[src/rtl/gol_pkg.sv]
// Shared types, pixel colours and reset pattern for the Game-of-Life engine.
package gol_pkg;

    typedef enum logic [1:0] {
        IDLE,
        COMPUTE,
        COMMIT
    } state_t;

    typedef struct packed {
        logic [7:0] r;
        logic [7:0] g;
        logic [7:0] b;
    } rgb_t;

    localparam rgb_t GRID_RGB  = 24'h270f3f;
    localparam rgb_t ALIVE_RGB = 24'h000000;
    localparam rgb_t DEAD_RGB  = 24'heaeaea;
    localparam rgb_t OFF_RGB   = 24'h000000;

    // i = row, j = column: a block, a vertical blinker and a glider
    function automatic logic seed(input int i, input int j);
        logic s;
        s = (i >= 4 && i <= 5 && j >= 4 && j <= 5);
        s = s || (j == 8 && i >= 8 && i <= 10);
        s = s || (i == 1 && j == 13);
        s = s || (i == 2 && j == 14);
        s = s || (i == 3 && j >= 12 && j <= 14);
        return s;
    endfunction

endpackage

[src/rtl/gol_row_next.sv]
// One row of the Life rule: next state of every cell from three board rows.
module gol_row_next #(
    parameter int COLS = 20
) (
    input  logic [COLS-1:0] above_i,
    input  logic [COLS-1:0] mid_i,
    input  logic [COLS-1:0] below_i,
    input  logic            wrap_i,
    output logic [COLS-1:0] next_o
);

    for (genvar c = 0; c < COLS; c++) begin : g_col
        localparam int L = (c == 0) ? COLS - 1 : c - 1;
        localparam int R = (c == COLS - 1) ? 0 : c + 1;

        logic       le;
        logic       re;
        logic [3:0] cnt;

        // Column neighbours across the board edge only count when wrapping
        assign le = (c != 0) || wrap_i;
        assign re = (c != COLS - 1) || wrap_i;

        assign cnt = 4'(above_i[L] & le) + 4'(above_i[c])
                   + 4'(above_i[R] & re) + 4'(mid_i[L] & le)
                   + 4'(mid_i[R] & re)   + 4'(below_i[L] & le)
                   + 4'(below_i[c])      + 4'(below_i[R] & re);

        assign next_o[c] = (mid_i[c] && cnt == 4'd2) || cnt == 4'd3;
    end

endmodule

[src/rtl/gol_engine.sv]
// Game-of-Life engine: row-serial generation into a shadow board,
// atomic commit, host control and a one-cycle pixel renderer.
module gol_engine
    import gol_pkg::*;
#(
    parameter int COLS      = 20,
    parameter int ROWS      = 15,
    parameter int CELL_LOG2 = 5,
    parameter int PERIOD    = 16777216,
    parameter int GEN_W     = 16,
    parameter int COORD_W   = 10
) (
    input  logic                    clk,
    input  logic                    rst_n,
    input  logic                    run,
    input  logic                    step,
    input  logic                    clear,
    input  logic                    wrap,
    input  logic                    cell_wr,
    input  logic [$clog2(COLS)-1:0] cell_wr_x,
    input  logic [$clog2(ROWS)-1:0] cell_wr_y,
    input  logic                    cell_wr_val,
    input  logic [COORD_W-1:0]      x,
    input  logic [COORD_W-1:0]      y,
    output logic [7:0]              r,
    output logic [7:0]              g,
    output logic [7:0]              b,
    output logic                    busy,
    output logic [GEN_W-1:0]        gen_count
);

    localparam int CW = $clog2(COLS);
    localparam int RW = $clog2(ROWS);
    localparam int TW = $clog2(PERIOD);

    typedef logic [ROWS-1:0][COLS-1:0] board_t;

    function automatic board_t seed_board();
        board_t bd;
        bd = '0;
        for (int i = 0; i < ROWS; i++)
            for (int j = 0; j < COLS; j++)
                bd[i][j] = seed(i, j);
        return bd;
    endfunction

    localparam board_t SEED = seed_board();

    state_t           state_q, state_d;
    logic [TW-1:0]    tick_q, tick_d;
    logic [RW-1:0]    row_q;
    logic             wrap_q;
    logic             pend_q;
    logic [GEN_W-1:0] gen_q;
    board_t           cur_q;
    board_t           next_q;
    rgb_t             pix_q, pix_d;

    logic tick_last;
    logic idle;
    logic clr_now;
    logic start;
    logic last_row;
    logic wr_ok;

    assign tick_last = tick_q == TW'(PERIOD - 1);
    assign tick_d    = tick_last ? '0 : tick_q + TW'(1);

    // A pending clear is applied in the first idle cycle and beats any start
    assign idle     = state_q == IDLE;
    assign clr_now  = idle && (clear || pend_q);
    assign start    = idle && !clr_now
                   && ((run && tick_last) || (step && !run));
    assign last_row = row_q == RW'(ROWS - 1);
    assign wr_ok    = idle && cell_wr && !clr_now
                   && 32'(cell_wr_x) < COLS
                   && 32'(cell_wr_y) < ROWS;

    always_ff @(posedge clk or negedge rst_n) begin
        if (!rst_n) state_q <= IDLE;
        else        state_q <= state_d;
    end

    always_comb begin
        state_d = state_q;
        unique case (state_q)
            IDLE:    if (start) state_d = COMPUTE;
            COMPUTE: if (last_row) state_d = COMMIT;
            COMMIT:  state_d = IDLE;
            default: state_d = IDLE;
        endcase
    end

    always_comb busy = (state_q != IDLE);

    logic [RW-1:0]   up_idx, dn_idx;
    logic [COLS-1:0] above, mid, below, row_nx;

    // Rows beyond the top/bottom edge read as dead unless wrapping
    assign up_idx = (row_q == '0) ? RW'(ROWS - 1) : row_q - RW'(1);
    assign dn_idx = last_row ? '0 : row_q + RW'(1);
    assign above  = (row_q == '0 && !wrap_q) ? '0 : cur_q[up_idx];
    assign mid    = cur_q[row_q];
    assign below  = (last_row && !wrap_q) ? '0 : cur_q[dn_idx];

    gol_row_next #(
        .COLS(COLS)
    ) u_row (
        .above_i(above),
        .mid_i  (mid),
        .below_i(below),
        .wrap_i (wrap_q),
        .next_o (row_nx)
    );

    always_ff @(posedge clk or negedge rst_n) begin
        if (!rst_n) begin
            tick_q <= '0;
            row_q  <= '0;
            wrap_q <= 1'b0;
            pend_q <= 1'b0;
            gen_q  <= '0;
            cur_q  <= SEED;
            next_q <= '0;
        end else begin
            tick_q <= tick_d;
            if (start) begin
                row_q  <= '0;
                wrap_q <= wrap;
            end else if (state_q == COMPUTE) begin
                row_q <= row_q + RW'(1);
            end
            if (state_q == COMPUTE) next_q[row_q] <= row_nx;
            if (busy && clear) pend_q <= 1'b1;
            else if (clr_now)  pend_q <= 1'b0;
            if (clr_now) begin
                cur_q <= '0;
                gen_q <= '0;
            end else if (state_q == COMMIT) begin
                cur_q <= next_q;
                gen_q <= gen_q + GEN_W'(1);
            end else if (wr_ok) begin
                cur_q[cell_wr_y][cell_wr_x] <= cell_wr_val;
            end
        end
    end

    assign gen_count = gen_q;

    logic [COORD_W-1:0] cx, cy;
    logic               on_grid;
    logic               on_board;
    logic               alive;

    assign cx       = x >> CELL_LOG2;
    assign cy       = y >> CELL_LOG2;
    assign on_grid  = (x[CELL_LOG2-1:0] == '0) || (y[CELL_LOG2-1:0] == '0);
    assign on_board = (32'(cx) < COLS) && (32'(cy) < ROWS);
    assign alive    = cur_q[cy[RW-1:0]][cx[CW-1:0]];

    always_comb begin
        pix_d = DEAD_RGB;
        if (on_grid)       pix_d = GRID_RGB;
        else if (!on_board) pix_d = OFF_RGB;
        else if (alive)    pix_d = ALIVE_RGB;
    end

    always_ff @(posedge clk or negedge rst_n) begin
        if (!rst_n) pix_q <= OFF_RGB;
        else        pix_q <= pix_d;
    end

    assign r = pix_q.r;
    assign g = pix_q.g;
    assign b = pix_q.b;

endmodule

[config.mk]
export PLATFORM = sky130hd
export DESIGN_NAME = gol_engine
export DESIGN_NICKNAME = d
export VERILOG_FILES = /design/src/rtl/gol_pkg.sv /design/src/rtl/gol_row_next.sv /design/src/rtl/gol_engine.sv
export SDC_FILE = /design/constraint.sdc
export NUM_CORES = 2
export LEC_CHECK = 0
export CORE_MARGIN = 2
export CORE_UTILIZATION = 45
export CTS_CLUSTER_DIAMETER = 50
export DETAILED_ROUTE_END_ITERATION = 8
export MAX_ROUTING_LAYER = met4
export SYNTH_ARGS = -nofsm -noshare
export SYNTH_HDL_FRONTEND = slang
export SYNTH_SLANG_ARGS = --single-unit
[constraint.sdc]
create_clock -name clk -period 10.3 [get_ports clk]
set_clock_uncertainty 0.1 [all_clocks]
set_input_delay 2.06 -clock clk [delete_from_list [all_inputs] [get_ports clk]]
set_output_delay 2.06 -clock clk [all_outputs]
set_load 0.01 [all_outputs]
==> key figures <==
Timing
  • Final worst hold slack: between 0.3 and 0.4 ns
  • Maximum clock frequency: 120 MHz
  • RSZ-0062 raised after global routing: no
  • Max Transition Viols Final: 0
  • Fin crit period: just over 8 ns
  • Final hold violations: 0
  • Slew at the pin closest to its max-slew limit: roughly 1.3 ns
  • Final clock period utilization by the worst path: between 80% and 90%
  • Accumulated negative setup slack: 0 ns
  • Setup-violating endpoint count in the final report: 0
  • Max_slew headroom: between 10 and 15%

Floorplanning
  • IO Count: roughly 80
  • Total Die Area: about 99000 um^2
  • Die outline width: about 320 um
  • Core Area: slightly below 100000 um^2
  • Vert. Die Dim: ~320 um
  • Site Rows: 114
  • Initial Util: 45.2%

Power and ir drop
  • Total leakage power: 19.7 nW
  • Switching part of the total: ~52%
  • Part of the total power dissipated in sequential elements: between 10% and 20%
  • Internal power: between 8 and 9 mW
  • Power density over the cells: 360 nW/um^2
  • Design Power: 17.5 mW
  • Net load switching power: around 9 mW
  • Share of total power in combinational logic: ~60%
  • Worst voltage drop across the vdd grid: roughly 0.36 mV
  • Relative contribution of the clock network to total power: 19.9%

Synth
  • Primary flip-flop cell chosen by synthesis mapping: sky130_fd_sc_hd__dfrtp_1
  • Yosys warning total: 0
  • Post-synth design cell area: around 44000 um^2
  • Most common cell in the netlist: sky130_fd_sc_hd__dfrtp_1
  • Area contributors post-synth: sky130_fd_sc_hd__dfrtp_1 (37%), sky130_fd_sc_hd__mux4_2 (7.8%), sky130_fd_sc_hd__mux2_2 (6.8%), sky130_fd_sc_hd__a22oi_1 (5.7%), sky130_fd_sc_hd__nand2_1 (5.4%)
  • Count of different cell masters after synthesis: slightly below 80
  • Most area-hungry cell type in the Yosys netlist: sky130_fd_sc_hd__dfrtp_1
  • Synth async-reset ratio: between 90% and 100%
  • Top cell type's share of synthesized area: between 30% and 40%
  • Average cell area after synthesis: between 9 and 10 um^2
  • Synthesized flop and latch total: 651
  • Portion of the post-synthesis area used by sequential elements: a little under two fifths
  • Most used standard cells in the synthesized netlist: sky130_fd_sc_hd__dfrtp_1 (639), sky130_fd_sc_hd__nand2_1 (625), sky130_fd_sc_hd__a21oi_1 (361)
  • Post-Syn Instances: roughly 4400
  • Post-synth EDFFs: 0

Worst setup path
  • Beginning of the worst register-to-register path: row_q[0]$_DFFE_PN0P_
  • RR Endpoint: next_q[124]$_DFFE_PN0P_
  • Data required, critical path: around 11 ns
  • Category of the most critical setup path: reg2reg
  • End point of the critical path: next_q[124]$_DFFE_PN0P_
  • Nature of the critical path startpoint: flop
  • Worst reg-to-reg setup slack: 2.00 ns
  • Largest fanout of any net on the critical path: 34
  • Start point of the critical path: row_q[0]$_DFFE_PN0P_
  • Endpoint class of the critical path: flop
  • Number of cells on the worst reg-to-reg path: 17
  • CP arrival: between 8 and 9 ns

Detailed routing
  • Total Wirelength: 181000 um
  • Drt drc: 0
  • Drt wl/cell: 32.2 um
  • First-pass DRT Iterations: 6
  • Vias after detailed routing: 38900
  • Via density: between 6 and 7
  • DRC marker count from the first detailed-route iteration: between 5000 and 6000
  • Remaining antenna violation count: 0

CTS
  • Hold-fix buffers, CTS: 0
  • Setup Fix Bufs, Post-CTS: 0
  • Number of clock sinks seen by CTS: ~650
  • Gates resized, CTS repair: 0
  • Root buffer selected by CTS: sky130_fd_sc_hd__clkbuf_16
  • Clock transition at the registers of the reported paths: roughly 0.060 ns
  • Later-pin clock latency in the skew report: between 0.7 and 0.8 ns
  • Htree depth: 3
  • Cts bufs inserted: 95
  • Max Root-Sink Buffers: 3
  • CTS tree: built

GRT
  • Initial antenna violation count: 7
  • Number of global-route vias before repair: between 30000 and 40000
  • Largest net degree at the start of global routing: about 180
  • Global-route congestion overflow total: 0
  • Wire length of the first global-routing pass: between 200000 and 300000 um
  • All-layer global routing usage: approximately 37%

Place
  • Dpl hpwl: about 110000 um
  • Port Buffer Count: 75
  • GP Congestion: ~1.0

Run
  • Max Cap Viol: 0

Run status
  • Result of the run: finished clean

Final layout
  • Share of cells above drive strength 1: 19.4%
  • Layout area overhead: 11.6%
  • Final nets: around 4500

Hold path
  • Worst Hold Class: reg2reg
-- area by class of cell --
class                   count  area, um^2
flip-flops and latches    651       16300
diodes                      5        12.5
fillers                  8759       47700
repair buffers            207        1820
well taps                1276        1600
inverters                 113         425
clock buffers             125        2770
multi-input cells        3212       25200
clock inverters            50         606
-- critical path, cell delays in order, from the launching register on --
cell and delay, ns:
sky130_fd_sc_hd__dfrtp_4 0.76, sky130_fd_sc_hd__inv_2 0.41, sky130_fd_sc_hd__ha_4 0.77, sky130_fd_sc_hd__clkinv_2 0.84, sky130_fd_sc_hd__buf_4 0.51, sky130_fd_sc_hd__nor2_4 0.82, sky130_fd_sc_hd__buf_4 0.33, sky130_fd_sc_hd__nand2_1 0.07
sky130_fd_sc_hd__nand3_1 0.09, sky130_fd_sc_hd__a311oi_1 0.18, sky130_fd_sc_hd__a211o_1 0.42, sky130_fd_sc_hd__fa_1 0.47, sky130_fd_sc_hd__fa_1 0.42, sky130_fd_sc_hd__fa_1 0.40, sky130_fd_sc_hd__nor3_1 0.20, sky130_fd_sc_hd__mux2i_1 0.12
sky130_fd_sc_hd__a211oi_2 0.92, sky130_fd_sc_hd__mux2_2 0.31
-- logic make-up after synthesis --
logic type	Yosys count	share of synthesized area, %
buffers and inverters	567	5.73
XOR/XNOR	37	0.743
AND/OR/NAND/NOR	1039	10.1
adder cells (fa/ha/maj)	142	5.42
flip-flops	651	37.4
AO/OA/AOI/OAI	1414	21.5
other	1	0.00860
multiplexers	578	19.1
-- layout by cell type, fill, tap and decap left out, types with 16 or more instances in the layout --
master and count:
sky130_fd_sc_hd__dfrtp_1 635, sky130_fd_sc_hd__nand2_1 611, sky130_fd_sc_hd__a21oi_1 361, sky130_fd_sc_hd__a22oi_1 332
sky130_fd_sc_hd__o31ai_1 303, sky130_fd_sc_hd__mux2_2 263, sky130_fd_sc_hd__o21ai_0 176, sky130_fd_sc_hd__mux4_2 152
sky130_fd_sc_hd__nor2_1 143, sky130_fd_sc_hd__mux2i_1 143, sky130_fd_sc_hd__buf_4 127, sky130_fd_sc_hd__inv_1 109
sky130_fd_sc_hd__clkbuf_16 99, sky130_fd_sc_hd__fa_1 78, sky130_fd_sc_hd__clkdlybuf4s50_1 71, sky130_fd_sc_hd__nand3_1 68
sky130_fd_sc_hd__ha_1 63, sky130_fd_sc_hd__a211oi_1 55, sky130_fd_sc_hd__o22ai_1 33, sky130_fd_sc_hd__nor2_2 33
sky130_fd_sc_hd__nor2b_1 28, sky130_fd_sc_hd__a311oi_1 27, sky130_fd_sc_hd__xor2_1 24, sky130_fd_sc_hd__nand2b_1 23
sky130_fd_sc_hd__and2_1 20, sky130_fd_sc_hd__o211ai_1 19, sky130_fd_sc_hd__mux4_1 19, sky130_fd_sc_hd__clkbuf_8 19
sky130_fd_sc_hd__nor3_1 16
-- per-layer routing --
metal,global-route usage (%),part of all wire [%],vias to the layer above
met2,52.8,43,2595
met4,19.4,5.9,0
li1,-,-,16200
met1,48.9,39,19500
met5,-,0,-
met3,10.4,12,573
-- state kept, by name, indices dropped and copies added, names as in the netlist --
name	flops
gen_count	16
b	3
cur_q	300
wrap_q	1
row_q	4
next_q	300
tick_q	24
pend_q	1
state_q	2
-- worst min-delay path by stage --
stage                     cells after the start  slack [ns]                  from                    to
after floorplan                               1        0.33   tick_q[8]$_DFF_PN0_   tick_q[8]$_DFF_PN0_
after global placement                        1        0.35   tick_q[8]$_DFF_PN0_   tick_q[8]$_DFF_PN0_
after detailed placement                      1        0.35   tick_q[8]$_DFF_PN0_   tick_q[8]$_DFF_PN0_
after CTS                                     1        0.37   tick_q[8]$_DFF_PN0_   tick_q[8]$_DFF_PN0_
after global routing                          1        0.38  tick_q[22]$_DFF_PN0_  tick_q[22]$_DFF_PN0_
final                                         1        0.36   tick_q[8]$_DFF_PN0_   tick_q[8]$_DFF_PN0_
-- power by group through the flow --
| stage | Clock, mW | Sequential, mW | Combinational [mW] |
|---|---|---|---|
| 2_1_floorplan | 0 | 3.21 | 7.07 |
| 5_1_grt | 3.64 | 3.39 | 11.5 |
| 6_report | 3.48 | 3.35 | 10.7 |
| 3_3_place_gp | 0 | 3.36 | 10.3 |
| 3_5_place_dp | 0 | 3.37 | 10.4 |
| 4_1_cts | 3.51 | 3.33 | 10.4 |
-- stage by stage --
step | instance area [um^2] | worst slack (ns) | utilization [%] | std cells
floorplan | 43600 | 2.94 | - | 4430
global placement | 45300 | 2.29 | 47.0 | 5459
detailed placement | 45300 | 2.27 | 47.0 | 5459
CTS | 48700 | 2.25 | 50.5 | 5634
global route | 48700 | 1.78 | 50.5 | 5636
finish | 48700 | 2.00 | 50.5 | 5639
(Power assumes the default switching activity.)
